===== config.mk =====
export PLATFORM = sky130hd
export DESIGN_NAME = dbi_decode_stage
export DESIGN_NICKNAME = d
export VERILOG_FILES = /design/src/rtl/dbi_pkg.sv /design/src/rtl/dbi_skid_fifo.sv /design/src/rtl/dbi_decode_stage.sv
export SDC_FILE = /design/constraint.sdc
export NUM_CORES = 1
export LEC_CHECK = 0
export ABC_AREA = 1
export BUFFER_PORTS_ARGS = -buffer_cell sky130_fd_sc_hd__buf_4
export CORE_UTILIZATION = 58
export DETAILED_ROUTE_END_ITERATION = 7
export HOLD_SLACK_MARGIN = 0.06
export PLACE_DENSITY = 0.79
export SETUP_SLACK_MARGIN = 0.2
export SLEW_MARGIN = 20
export SYNTH_ARGS = -nofsm -noshare
export SYNTH_HDL_FRONTEND = slang
export SYNTH_SLANG_ARGS = --single-unit

===== constraint.sdc =====
create_clock -name clk -period 6.1 [get_ports clk]
set_input_delay 1.22 -clock clk [delete_from_list [all_inputs] [get_ports clk]]
set_output_delay 1.22 -clock clk [all_outputs]
set_load 0.005 [all_outputs]

===== src/rtl/dbi_pkg.sv =====
// Shared DBI definitions: default lane geometry and bit-count helper used on
// both the encoder and decoder sides of the link.
package dbi_pkg;

  localparam int DBI_BW    = 4;
  localparam int DBI_LANES = 4;
  localparam int DBI_POP_W = 64;

  function automatic logic [6:0] popcount(input logic [DBI_POP_W-1:0] v);
    logic [6:0] n;
    n = '0;
    for (int i = 0; i < DBI_POP_W; i++) begin
      n = n + {6'd0, v[i]};
    end
    return n;
  endfunction

endpackage


===== src/rtl/dbi_skid_fifo.sv =====
// Two-entry skid FIFO; readiness depends only on registered occupancy so the
// upstream never sees a combinational path from the downstream ready.
module dbi_skid_fifo #(
  parameter int W = 16
) (
  input  logic         clk,
  input  logic         reset,
  input  logic         in_valid_i,
  output logic         in_ready_o,
  input  logic [W-1:0] in_data_i,
  output logic         out_valid_o,
  input  logic         out_ready_i,
  output logic [W-1:0] out_data_o
);

  logic [1:0]   count_q, count_d;
  logic [W-1:0] head_q, head_d;
  logic [W-1:0] tail_q, tail_d;
  logic         push, pop;

  assign in_ready_o  = (count_q != 2'd2);
  assign out_valid_o = (count_q != 2'd0);
  assign out_data_o  = head_q;
  assign push        = in_valid_i && in_ready_o;
  assign pop         = out_valid_o && out_ready_i;

  always_comb begin
    count_d = count_q;
    head_d  = head_q;
    tail_d  = tail_q;
    if (push && !pop)      count_d = count_q + 2'd1;
    else if (pop && !push) count_d = count_q - 2'd1;
    unique case (count_q)
      2'd0: if (push) head_d = in_data_i;
      2'd1: begin
        if (push && pop) head_d = in_data_i;
        else if (push)   tail_d = in_data_i;
      end
      2'd2: if (pop) head_d = tail_q;
      default: ;
    endcase
  end

  // head is cleared on reset so the idle output reads zero; tail needs no reset
  always_ff @(posedge clk) begin
    if (reset) begin
      count_q <= '0;
      head_q  <= '0;
    end else begin
      count_q <= count_d;
      head_q  <= head_d;
    end
  end

  always_ff @(posedge clk) begin
    tail_q <= tail_d;
  end

endmodule


===== src/rtl/dbi_decode_stage.sv =====
// Receiver-side DBI decode: strips lane flags, buffers decoded words in a
// skid FIFO and keeps saturating toggle / inversion statistics.
module dbi_decode_stage
  import dbi_pkg::*;
#(
  parameter int bw    = DBI_BW,
  parameter int lanes = DBI_LANES,
  parameter int cnt_w = 16
) (
  input  logic                     clk,
  input  logic                     reset,
  input  logic                     dbi_en,
  input  logic                     in_valid,
  output logic                     in_ready,
  input  logic [lanes*(bw+1)-1:0]  in_data,
  output logic                     out_valid,
  input  logic                     out_ready,
  output logic [lanes*bw-1:0]      out_data,
  input  logic                     cnt_clr,
  output logic [cnt_w-1:0]         toggle_cnt,
  output logic [cnt_w-1:0]         inv_cnt
);

  localparam int EW    = lanes * (bw + 1);
  localparam int SUM_W = cnt_w + $clog2(EW + 1);

  logic [EW-1:0]       prev_bus_q, prev_bus_d;
  logic [cnt_w-1:0]    toggle_q, toggle_d;
  logic [cnt_w-1:0]    inv_q, inv_d;
  logic [lanes*bw-1:0] dec_word;
  logic [SUM_W-1:0]    tog_inc, inv_inc;
  logic                accept;

  function automatic logic [cnt_w-1:0] sat_add(input logic [cnt_w-1:0] a,
                                               input logic [SUM_W-1:0] inc);
    logic [SUM_W-1:0] s;
    s = {{(SUM_W-cnt_w){1'b0}}, a} + inc;
    if (s > {{(SUM_W-cnt_w){1'b0}}, {cnt_w{1'b1}}}) return '1;
    return s[cnt_w-1:0];
  endfunction

  always_comb begin
    dec_word = '0;
    inv_inc  = '0;
    for (int i = 0; i < lanes; i++) begin
      if (dbi_en && in_data[i*(bw+1)+bw]) begin
        dec_word[i*bw +: bw] = ~in_data[i*(bw+1) +: bw];
        inv_inc              = inv_inc + 1'b1;
      end else begin
        dec_word[i*bw +: bw] = in_data[i*(bw+1) +: bw];
      end
    end
  end

  assign tog_inc = SUM_W'(popcount(DBI_POP_W'(prev_bus_q ^ in_data)));
  assign accept  = in_valid && in_ready;

  // clear has priority over a same-cycle increment; prev_bus follows accepts only
  always_comb begin
    prev_bus_d = accept ? in_data : prev_bus_q;
    toggle_d   = toggle_q;
    inv_d      = inv_q;
    if (cnt_clr) begin
      toggle_d = '0;
      inv_d    = '0;
    end else if (accept) begin
      toggle_d = sat_add(toggle_q, tog_inc);
      inv_d    = sat_add(inv_q, inv_inc);
    end
  end

  always_ff @(posedge clk) begin
    if (reset) begin
      prev_bus_q <= '0;
      toggle_q   <= '0;
      inv_q      <= '0;
    end else begin
      prev_bus_q <= prev_bus_d;
      toggle_q   <= toggle_d;
      inv_q      <= inv_d;
    end
  end

  assign toggle_cnt = toggle_q;
  assign inv_cnt    = inv_q;

  dbi_skid_fifo #(.W(lanes*bw)) u_fifo (
    .clk        (clk),
    .reset      (reset),
    .in_valid_i (in_valid),
    .in_ready_o (in_ready),
    .in_data_i  (dec_word),
    .out_valid_o(out_valid),
    .out_ready_i(out_ready),
    .out_data_o (out_data)
  );

endmodule

# Yosys cells after proc, flatten, opt, wreduce, memory -nomap -nowiden
# Cells that the tools add are included.
# W data, S select, Z words.
dict set report word_totals {
  ff_bits 86
}
dict set report op_classes {
  addsub 70
  bitwise_logic 6
  mux 24
  reduce_logical 18
  eq_ne 6
  n_lt_le_gt_ge 2
}
# cell n
set ops {}
lappend ops {{$add A7 B1 Y7 const B} 44}
lappend ops {{$mux W16} 7}
lappend ops {{$add A7 B1 Y7} 13}
lappend ops {{$add A21 B1 Y21 const B} 3}
lappend ops {{$mux W21} 3}
lappend ops {{$pmux W16 S3} 1}
lappend ops {{$add A16 B21 Y21} 1}
lappend ops {{$gt A21 B16 Y1 const B} 1}
lappend ops {{$xor A20 B20 Y20} 1}
lappend ops {{$add A16 B7 Y17} 1}
lappend ops {{$gt A17 B16 Y1 const B} 1}
lappend ops {{$mux W4} 4}
lappend ops {{$not A4 Y4} 4}
lappend ops {{$logic_and A1 B1 Y1} 9}
lappend ops {{$add A6 B1 Y7} 1}
lappend ops {{$mux W1} 7}
lappend ops {{$add A5 B1 Y6} 1}
lappend ops {{$add A4 B1 Y5} 1}
lappend ops {{$add A3 B1 Y4} 1}
lappend ops {{$mux W2} 2}
lappend ops {{$ne A2 B1 Y1 const B} 2}
lappend ops {{$ne A2 B2 Y1 const B} 2}
lappend ops {{$reduce_and A4 Y1} 1}
lappend ops {{$reduce_bool A2 Y1} 2}
lappend ops {{12 further kinds} 13}

# Longest topological paths before layout
# Gate-level depths: netlist (run 1).
dict set report logic_depth {
  depth_word 70
  depth_mapped 21
  ltp_nobuf 20
}

# Modules after synthesis
# Synthesis (run 1) repeated with hierarchy kept, for this count alone.
dict set report unflattened {
  hier_cells 731
  hier_area_um2 5516.5
}
# module n_inst area_each_um2 cells_per_inst seq_area_each_um2
set modules_own_cells {}
lappend modules_own_cells {dbi_decode_stage 1 3719.8 513 1041.0}
lappend modules_own_cells {dbi_skid_fifo 1 1796.7 218 840.8}

# Worst setup path before layout (run 1)
# Ideal clock, no wire load.
dict set report synth_path {
  kind {input-to-reg}
  from {in in_data[0]}
  to {reg toggle_q[10] (netlist: toggle_cnt[10])}
  path_slack_ns 0.733
  t_arrival_ns 5.258
  cell_stages 17
  setup_ns 0.109
  path_buffers 0
  cell_sequence {xor2_1 -> fa_1 -> fa_1 -> fa_1 -> inv_1 -> fa_1 -> fa_1 -> fa_1 -> inv_1 -> fa_1 -> nand2_1 -> nand3_2 -> nand2_1 -> o21ai_0 -> nand3_1 -> nand2_1 -> inv_1}
}
dict set report synth_via {
  elab_chain_cells 70
}
# item line_no
set synth_rtl {}
lappend synth_rtl {{from (decl)} dbi_decode_stage.sv:15} ;# input logic [lanes*(bw+1)-1:0] in_data,
lappend synth_rtl {{$xor A20 B20 Y20 *} dbi_decode_stage.sv:55} ;# assign tog_inc = SUM_W'(popcount(DBI_POP_W'(prev_bus_q ^ in_data)));
lappend synth_rtl {{$add A1 B1 Y2 *} dbi_pkg.sv:13} ;# n = n + {6'd0, v[i]};
lappend synth_rtl {{$add A2 B1 Y3 *} dbi_pkg.sv:13}
lappend synth_rtl {{$add A3 B1 Y4 *} dbi_pkg.sv:13}
lappend synth_rtl {{$add A4 B1 Y5 *} dbi_pkg.sv:13}
lappend synth_rtl {{$add A5 B1 Y6 *} dbi_pkg.sv:13}
lappend synth_rtl {{$add A6 B1 Y7 *} dbi_pkg.sv:13}
lappend synth_rtl {{$add A7 B1 Y7 * (57 in series)} dbi_pkg.sv:13}
lappend synth_rtl {{$add A16 B7 Y17 *} dbi_decode_stage.sv:37} ;# s = {{(SUM_W-cnt_w){1'b0}}, a} + inc;
lappend synth_rtl {{$gt A17 B16 Y1} dbi_decode_stage.sv:38} ;# if (s > {{(SUM_W-cnt_w){1'b0}}, {cnt_w{1'b1}}}) return '1;
lappend synth_rtl {{$mux W1} dbi_decode_stage.sv:38}
lappend synth_rtl {{$mux W1} dbi_decode_stage.sv:66} ;# end else if (accept) begin
lappend synth_rtl {{$mux W1} dbi_decode_stage.sv:63} ;# if (cnt_clr) begin
lappend synth_rtl {{$mux W16 *} dbi_decode_stage.sv:39} ;# return s[cnt_w-1:0];
lappend synth_rtl {{to (signal assigned)} dbi_decode_stage.sv:79} ;# toggle_q <= toggle_d;
lappend synth_rtl {{to (decl)} dbi_decode_stage.sv:28} ;# logic [cnt_w-1:0] toggle_q, toggle_d;
# Mark *: on every way between the ends. The rest lies on a longest branch, timed or not. The select of a mux whose other input is x is not followed.
# A chain may end at the register's enable or synchronous reset.

# Worst setup path after layout (run 1)
dict set report layout_path {
  from {in in_data[4]}
  to {reg toggle_q[10] (netlist: toggle_cnt[10])}
}
dict set report layout_via {
  elab_chain_cells 67
}
# item line_no
set layout_rtl {}
lappend layout_rtl {{$xor A20 B20 Y20 *} dbi_decode_stage.sv:55}
lappend layout_rtl {{$add A4 B1 Y5 *} dbi_pkg.sv:13}
lappend layout_rtl {{$add A5 B1 Y6 *} dbi_pkg.sv:13}
lappend layout_rtl {{$add A6 B1 Y7 *} dbi_pkg.sv:13}
lappend layout_rtl {{$add A7 B1 Y7 * (57 in series)} dbi_pkg.sv:13}
lappend layout_rtl {{$add A16 B7 Y17 *} dbi_decode_stage.sv:37}
lappend layout_rtl {{$gt A17 B16 Y1} dbi_decode_stage.sv:38}
lappend layout_rtl {{$mux W1} dbi_decode_stage.sv:38}
lappend layout_rtl {{$mux W1} dbi_decode_stage.sv:66}
lappend layout_rtl {{$mux W1} dbi_decode_stage.sv:63}
lappend layout_rtl {{$mux W16 *} dbi_decode_stage.sv:39}
# Marks and branches as above.

==> results of run 1 <==
[power groups by stage]
stage | sequential, mW | clock, mW | combinational, mW
2_1_floorplan | 0.770 | 0 | 1.27
3_3_place_gp | 0.769 | 0 | 1.62
3_5_place_dp | 0.775 | 0 | 1.70
4_1_cts | 0.762 | 0.390 | 1.71
5_1_grt | 0.776 | 0.413 | 1.95
6_report | 0.763 | 0.384 | 1.70
[through the flow]
stage | hold WS, ps | cell area [um^2]
global route | 525 | 5800
floorplan | 464 | 5050
global placement | 468 | 5620
finish | 494 | 5800
CTS | 502 | 5800
detailed placement | 485 | 5620
[flip-flops by register name, indices dropped and copies added, names as in the netlist]
name and cells:
toggle_cnt 16, u_fifo.out_data_o 16, inv_cnt 16, prev_bus_q 20, u_fifo.count_q 2, u_fifo.tail_q 16
[routing by layer]
layer | vias to the layer above | routed length (um)
li1 | 2167 | -
met3 | 16 | 589
met1 | 2066 | 5130
met5 | - | 0
met2 | 112 | 5410
met4 | 0 | 194
[worst register-to-register path: cells and delay by family, from the launching register on]
kind / cells / cell delay [ps]
fa+ha+maj: 7 / 3250
compound gates: 1 / 230
simple gates: 5 / 500
buf+inv: 3 / 200
flops: 1 / 360
xor+xnor: 1 / 220
[area by class of cell]
type	count	area [um^2]	area share (%)
Clock inverter	7	61.3	1.06
Tap cell	105	131	2.26
Clock buffer	9	124	2.14
Timing Repair Buffer	75	563	9.71
Inverter	73	282	4.85
Sequential cell	86	1880	32.4
Multi-Input combinational cell	449	2760	47.5
[logic make-up (layout without fill, tap and decap cells)]
family / after synthesis / after routing / synth area share (%)
XOR/XNOR: 43 / 43 / 7.46
AO/OA/AOI/OAI: 105 / 105 / 11.4
other: 1 / 1 / 0.0743
buffers and inverters: 95 / 164 / 8.08
multiplexers: 2 / 2 / 0.397
flip-flops: 86 / 86 / 37.3
AND/OR/NAND/NOR: 256 / 256 / 22.5
adder cells (fa/ha/maj): 42 / 42 / 12.8
[Yosys cell counts]
master	count
a211oi_1	1
a21oi_1	22
a21oi_2	1
a21oi_4	1
a31oi_1	23
and3_1	1
buf_2	8
buf_4	1
buf_6	4
clkbuf_1	9
conb_1	1
dfxtp_1	70
edfxtp_1	16
fa_1	16
ha_1	26
inv_1	71
inv_2	1
inv_8	1
mux2i_1	2
nand2_1	130
nand2_2	3
nand2_4	1
nand3_1	28
nand3_2	3
nand3_4	1
nand3b_1	3
nand4_1	7
nand4_2	1
nand4_4	1
nor2_1	68
nor2_4	3
nor3_1	2
o2111ai_1	1
o21ai_0	49
o21ai_1	7
or2_2	4
xnor2_1	25
xor2_1	18
[path summary, 6_finish.rpt]
path / to / slack (ps) / cells after the start
max: toggle_cnt[10]$_SDFFE_PP0P_ / 640 / 18
min: inv_cnt[12]$_SDFFE_PP0P_ / 490 / 2
max reg2reg: toggle_cnt[10]$_SDFFE_PP0P_ / 1270 / 17
min reg2reg: inv_cnt[12]$_SDFFE_PP0P_ / 490 / 2
[cells in the final DEF, fill, tap and decap left out, types with 4 or more instances in the layout]
cell type,instances
a21oi_1,22
a31oi_1,23
buf_4,75
clkbuf_8,9
dfxtp_1,70
edfxtp_1,16
fa_1,16
ha_1,26
inv_1,71
inv_6,4
nand2_1,130
nand3_1,28
nand4_1,7
nor2_1,68
o21ai_0,49
o21ai_1,7
or2_2,4
xnor2_1,25
xor2_1,18
==> results.json, run 1 <==
{
  "clock.fmax_ghz": 0.183,
  "crit_start": "in_data[4]",
  "pwr-share-seq_pct": 26.8,
  "worstSetupStartpointType": "input port",
  "grt.met1_usage_pct": 35.0,
  "setup_viol": 0,
  "ys.warnings.count": 0,
  "ys_ff_latch": 86,
  "grt_first_pass_wirelength_um": 18700,
  "clockBufferDepth": 2,
  "path_cells": "buf_4, xor2_1, fa_1, fa_1, fa_1, inv_1, fa_1, fa_1, fa_1, inv_1, fa_1, nand2_1, nand3_2, nand2_1, o21ai_0, nand3_1, nand2_1, inv_1",
  "post_synth.cell_area_avg_um2": 8.01,
  "worst_pin_slew_ps": 1010,
  "cp_data_arrival_time_ps": 5720,
  "rsz0062_at_grt": "no",
  "synth.distinct_cells": 38,
  "switchingPower_mw": 1.29,
  "switching_share_pct": 45.3,
  "clk_latency_ps": 360,
  "gr-max-usage-layer": "met2",
  "fin_crit_ps": 5460,
  "finalNetCount": 762,
  "row_count": 33,
  "post-route-drc-count": 0,
  "fin_cells": 804,
  "drive_gt1_share_pct": 16.0,
  "clkTransAtPathRegs_ps": 90,
  "final_max_slew_viol_count": 0,
  "r2r_start": "prev_bus_q[6]$_SDFFE_PP0P_",
  "fin_crit_sh_pct": 89.5,
  "routed_wl_um": 11300,
  "dr.pass1.iters": 4,
  "cts_buffers": 9,
  "dieArea_um2": 9080,
  "grt_use_total_pct": 26.6,
  "place.detailed.hpwl_um": 8320,
  "critPathRequiredTime_ps": 6360,
  "grt_max_degree": 50,
  "power_mw": 2.84,
  "avgRoutedWirePerCell_um": 14.1,
  "worst_path_dominant_cell_family": "adder cells",
  "seq_area_frac_synth_pct": 37.3,
  "grt.met3_usage_pct": 3.51,
  "antenna_found_initial": 0,
  "core_area_um2": 8300,
  "fin_skew_ps": 9.50,
  "cellLeakagePower_nw": 2.63,
  "cpPeakStageDelay_ps": 600,
  "diodes": 0,
  "pwr_density_cell_nw_per_um2": 490,
  "hold_buffers": 0,
  "io_buffers": 75,
  "viasPerCell": 5.42,
  "internal_power_mw": 1.56,
  "critical_path.max_fanout": 5,
  "io_pins": 76,
  "pre_cts_ws_ps": 300,
  "antenna_left": 0,
  "pwr-share-clk_pct": 13.5,
  "dieHeight_um": 95.3,
  "post_cts_buffers": 0,
  "maxCapViolations": 0,
  "cts_tree": "done",
  "hold_viol": 0,
  "peakVddDrop_mv": 0.466,
  "cts_htree_levels": 3,
  "worstSetupPathType": "in2reg",
  "tns_ps": 0,
  "drtIter0Drc": 187,
  "cts-resized-gates": 0,
  "combinationalPowerShare_pct": 59.6,
  "cpMostUsedCell": "fa_1",
  "gp_congestion": 0.870,
  "status": "finished clean",
  "via_count": 4361,
  "cp.buffers_inverters": 4,
  "end_kind": "flip-flop",
  "fillers": 698,
  "postLayoutSetupSlackWorst_ps": 640,
  "initial_utilization_pct": 60.8,
  "maxSlewHeadroom_pct": 32.4,
  "final_core_util_pct": 69.9,
  "gr-total-overflow": 0,
  "hold_path_class": "reg2reg",
  "slowest_stage": "fa_1",
  "cts_sinks": 86,
  "synth.top_cell.area_share_pct": 27.8,
  "synthesis.area_um2": 5050,
  "grt_pass1_vias": 4049,
  "synth_top_cell_by_area": "dfxtp_1",
  "min_from": "inv_cnt[12]$_SDFFE_PP0P_",
  "grtUsageMet2_pct": 45.1,
  "syn_nets": 698,
  "dp.cells": 788,
  "chipWidth_um": 95.3,
  "synth_area_leaders": "dfxtp_1 (28%), nand2_1 (9.7%), edfxtp_1 (9.5%)",
  "syn_to_final_growth_pct": 14.9,
  "root_buffer": "clkbuf_8",
  "synth_cells": 630
}
Power figures use the tool's default switching activity.
==> inputs of run 2 (changes only) <==
BUFFER_PORTS_ARGS = not set   (was -buffer_cell sky130_fd_sc_hd__buf_4)
CORE_UTILIZATION = 60   (was 58)
DONT_BUFFER_PORTS = 1   (was not set)
PLACE_DENSITY = 0.74   (was 0.79)
SLEW_MARGIN = not set   (was 20)
==> results.json, run 2 (synthesis gave the netlist of run 1 again) <==
{
  "status": "finished clean",
  "top_register": "prev_bus_q",
  "chipWidth_um": 93.7,
  "pwr_density_cell_nw_per_um2": 511,
  "initial_utilization_pct": 61.7,
  "post-route-drc-count": 0,
  "internal_power_mw": 1.45,
  "cp_data_arrival_time_ps": 5530,
  "gp_congestion": 0.847,
  "peakVddDrop_mv": 0.452,
  "clock.fmax_ghz": 0.190,
  "worst_pin_slew_ps": 973,
  "row_count": 33,
  "worstSetupStartpointType": "input port",
  "switchingPower_mw": 1.23,
  "combinationalPowerShare_pct": 56.0,
  "critical_path.max_fanout": 5,
  "hold_ws_ps": 504,
  "cts_tree": "done",
  "setup_viol": 0,
  "grt_pass1_vias": 3788,
  "largest_register_ffs": 20,
  "cts_sinks": 86,
  "reg2reg_depth": 17,
  "drive_gt1_share_pct": 5.93,
  "hold_buffers": 0,
  "fin_crit_sh_pct": 86.2,
  "tns_ps": 0,
  "drtIter0Drc": 145,
  "final_core_util_pct": 64.2,
  "switching_share_pct": 45.7,
  "clk_latency_ps": 370,
  "maxCapViolations": 0,
  "whs_path_depth": 2,
  "diodes": 0,
  "mostFrequentLayoutCell": "nand2_1",
  "core_area_um2": 8180,
  "cpPeakStageDelay_ps": 540,
  "viasPerCell": 5.43,
  "pwr-share-seq_pct": 28.9,
  "root_buffer": "clkbuf_8",
  "hold_viol": 0,
  "gr-total-overflow": 0,
  "fin_crit_ps": 5260,
  "avgRoutedWirePerCell_um": 14.5,
  "cpMostUsedCell": "fa_1",
  "dr.pass1.iters": 4,
  "pwr-share-clk_pct": 15.0,
  "clkTransAtPathRegs_ps": 100,
  "rsz0062_at_grt": "no",
  "dieHeight_um": 93.7,
  "maxSlewHeadroom_pct": 35.0,
  "final_max_slew_viol_count": 0,
  "slowest_stage": "fa_1",
  "grt_max_degree": 50,
  "cts_htree_levels": 3,
  "antenna_found_initial": 0,
  "post_cts_buffers": 0,
  "grt_first_pass_wirelength_um": 17800,
  "grt_use_total_pct": 26.4,
  "io_pins": 76,
  "io_buffers": 0,
  "clockBufferDepth": 2,
  "syn_to_final_growth_pct": 4.02,
  "fin_skew_ps": 10.2,
  "critPathRequiredTime_ps": 6370,
  "cellLeakagePower_nw": 2.26,
  "via_count": 3955,
  "path_cells": "xor2_1, fa_1, fa_1, fa_1, inv_1, fa_1, fa_1, fa_1, inv_1, fa_1, nand2_1, nand3_2, nand2_1, o21ai_0, nand3_1, nand2_1, inv_1",
  "cts_buffers": 9,
  "routed_wl_um": 10500,
  "antenna_left": 0,
  "dieArea_um2": 8780,
  "cts-resized-gates": 0,
  "end_kind": "flip-flop",
  "hold_path_class": "reg2reg",
  "layout_common_cells": "nand2_1 (130), inv_1 (71), dfxtp_1 (70)",
  "worstSetupPathType": "in2reg",
  "place.detailed.hpwl_um": 7800,
  "finalNetCount": 687
}
[run 2: layout make-up]
type / instances / area, um^2
clock buffer: 9 / 124
clock inverter: 7 / 73.8
fill: 731 / 2930
inverter: 73 / 282
multi-input combinational: 449 / 2760
sequential: 86 / 1880
tap: 105 / 131
[run 2: power by group through the flow]
stage | clock, mW | sequential, mW | combinational (mW)
CTS | 0.412 | 0.777 | 1.51
floorplan | 0 | 0.770 | 1.27
global route | 0.434 | 0.792 | 1.81
global placement | 0 | 0.786 | 1.48
detailed placement | 0 | 0.790 | 1.49
finish | 0.403 | 0.775 | 1.50
[run 2: critical path: cells and delay by family]
| family | cells | cell delay, ps |
|---|---|---|
| adders and majority gates | 7 | 3180 |
| and+or+nand+nor | 5 | 480 |
| xor gates and xnor gates | 1 | 230 |
| AOI/OAI and AO/OA | 1 | 230 |
| buffers and inverters | 3 | 180 |
[run 2: layer usage]
metal,part of all wire [%],up-vias,GRT usage [%],wire (um)
li1,-,2015,-,-
met1,43,1834,31.9,4550
met2,48,100,44.9,5110
met3,7.2,6,7.36,759
met4,1.1,0,8.97,119
met5,0,-,0,0
[run 2: worst paths after layout]
kind                                                  from                          end  slack (ps)
worst max-delay path                            in_data[6]  toggle_cnt[10]$_SDFFE_PP0P_         840
worst min-delay path            prev_bus_q[1]$_SDFFE_PP0P_   prev_bus_q[1]$_SDFFE_PP0P_         500
worst max register to register  prev_bus_q[6]$_SDFFE_PP0P_  toggle_cnt[10]$_SDFFE_PP0P_        1330
worst min register to register  prev_bus_q[1]$_SDFFE_PP0P_   prev_bus_q[1]$_SDFFE_PP0P_         500
[run 2: per-stage QoR]
stage	cells	setup WS (ps)	cell area, um^2	power [mW]
after CTS	729	818	5250	2.70
final	729	840	5250	2.68
after detailed placement	713	449	5050	2.28
after global placement	713	502	5050	2.27
after floorplan	630	733	5050	2.04
after global routing	729	501	5250	3.03
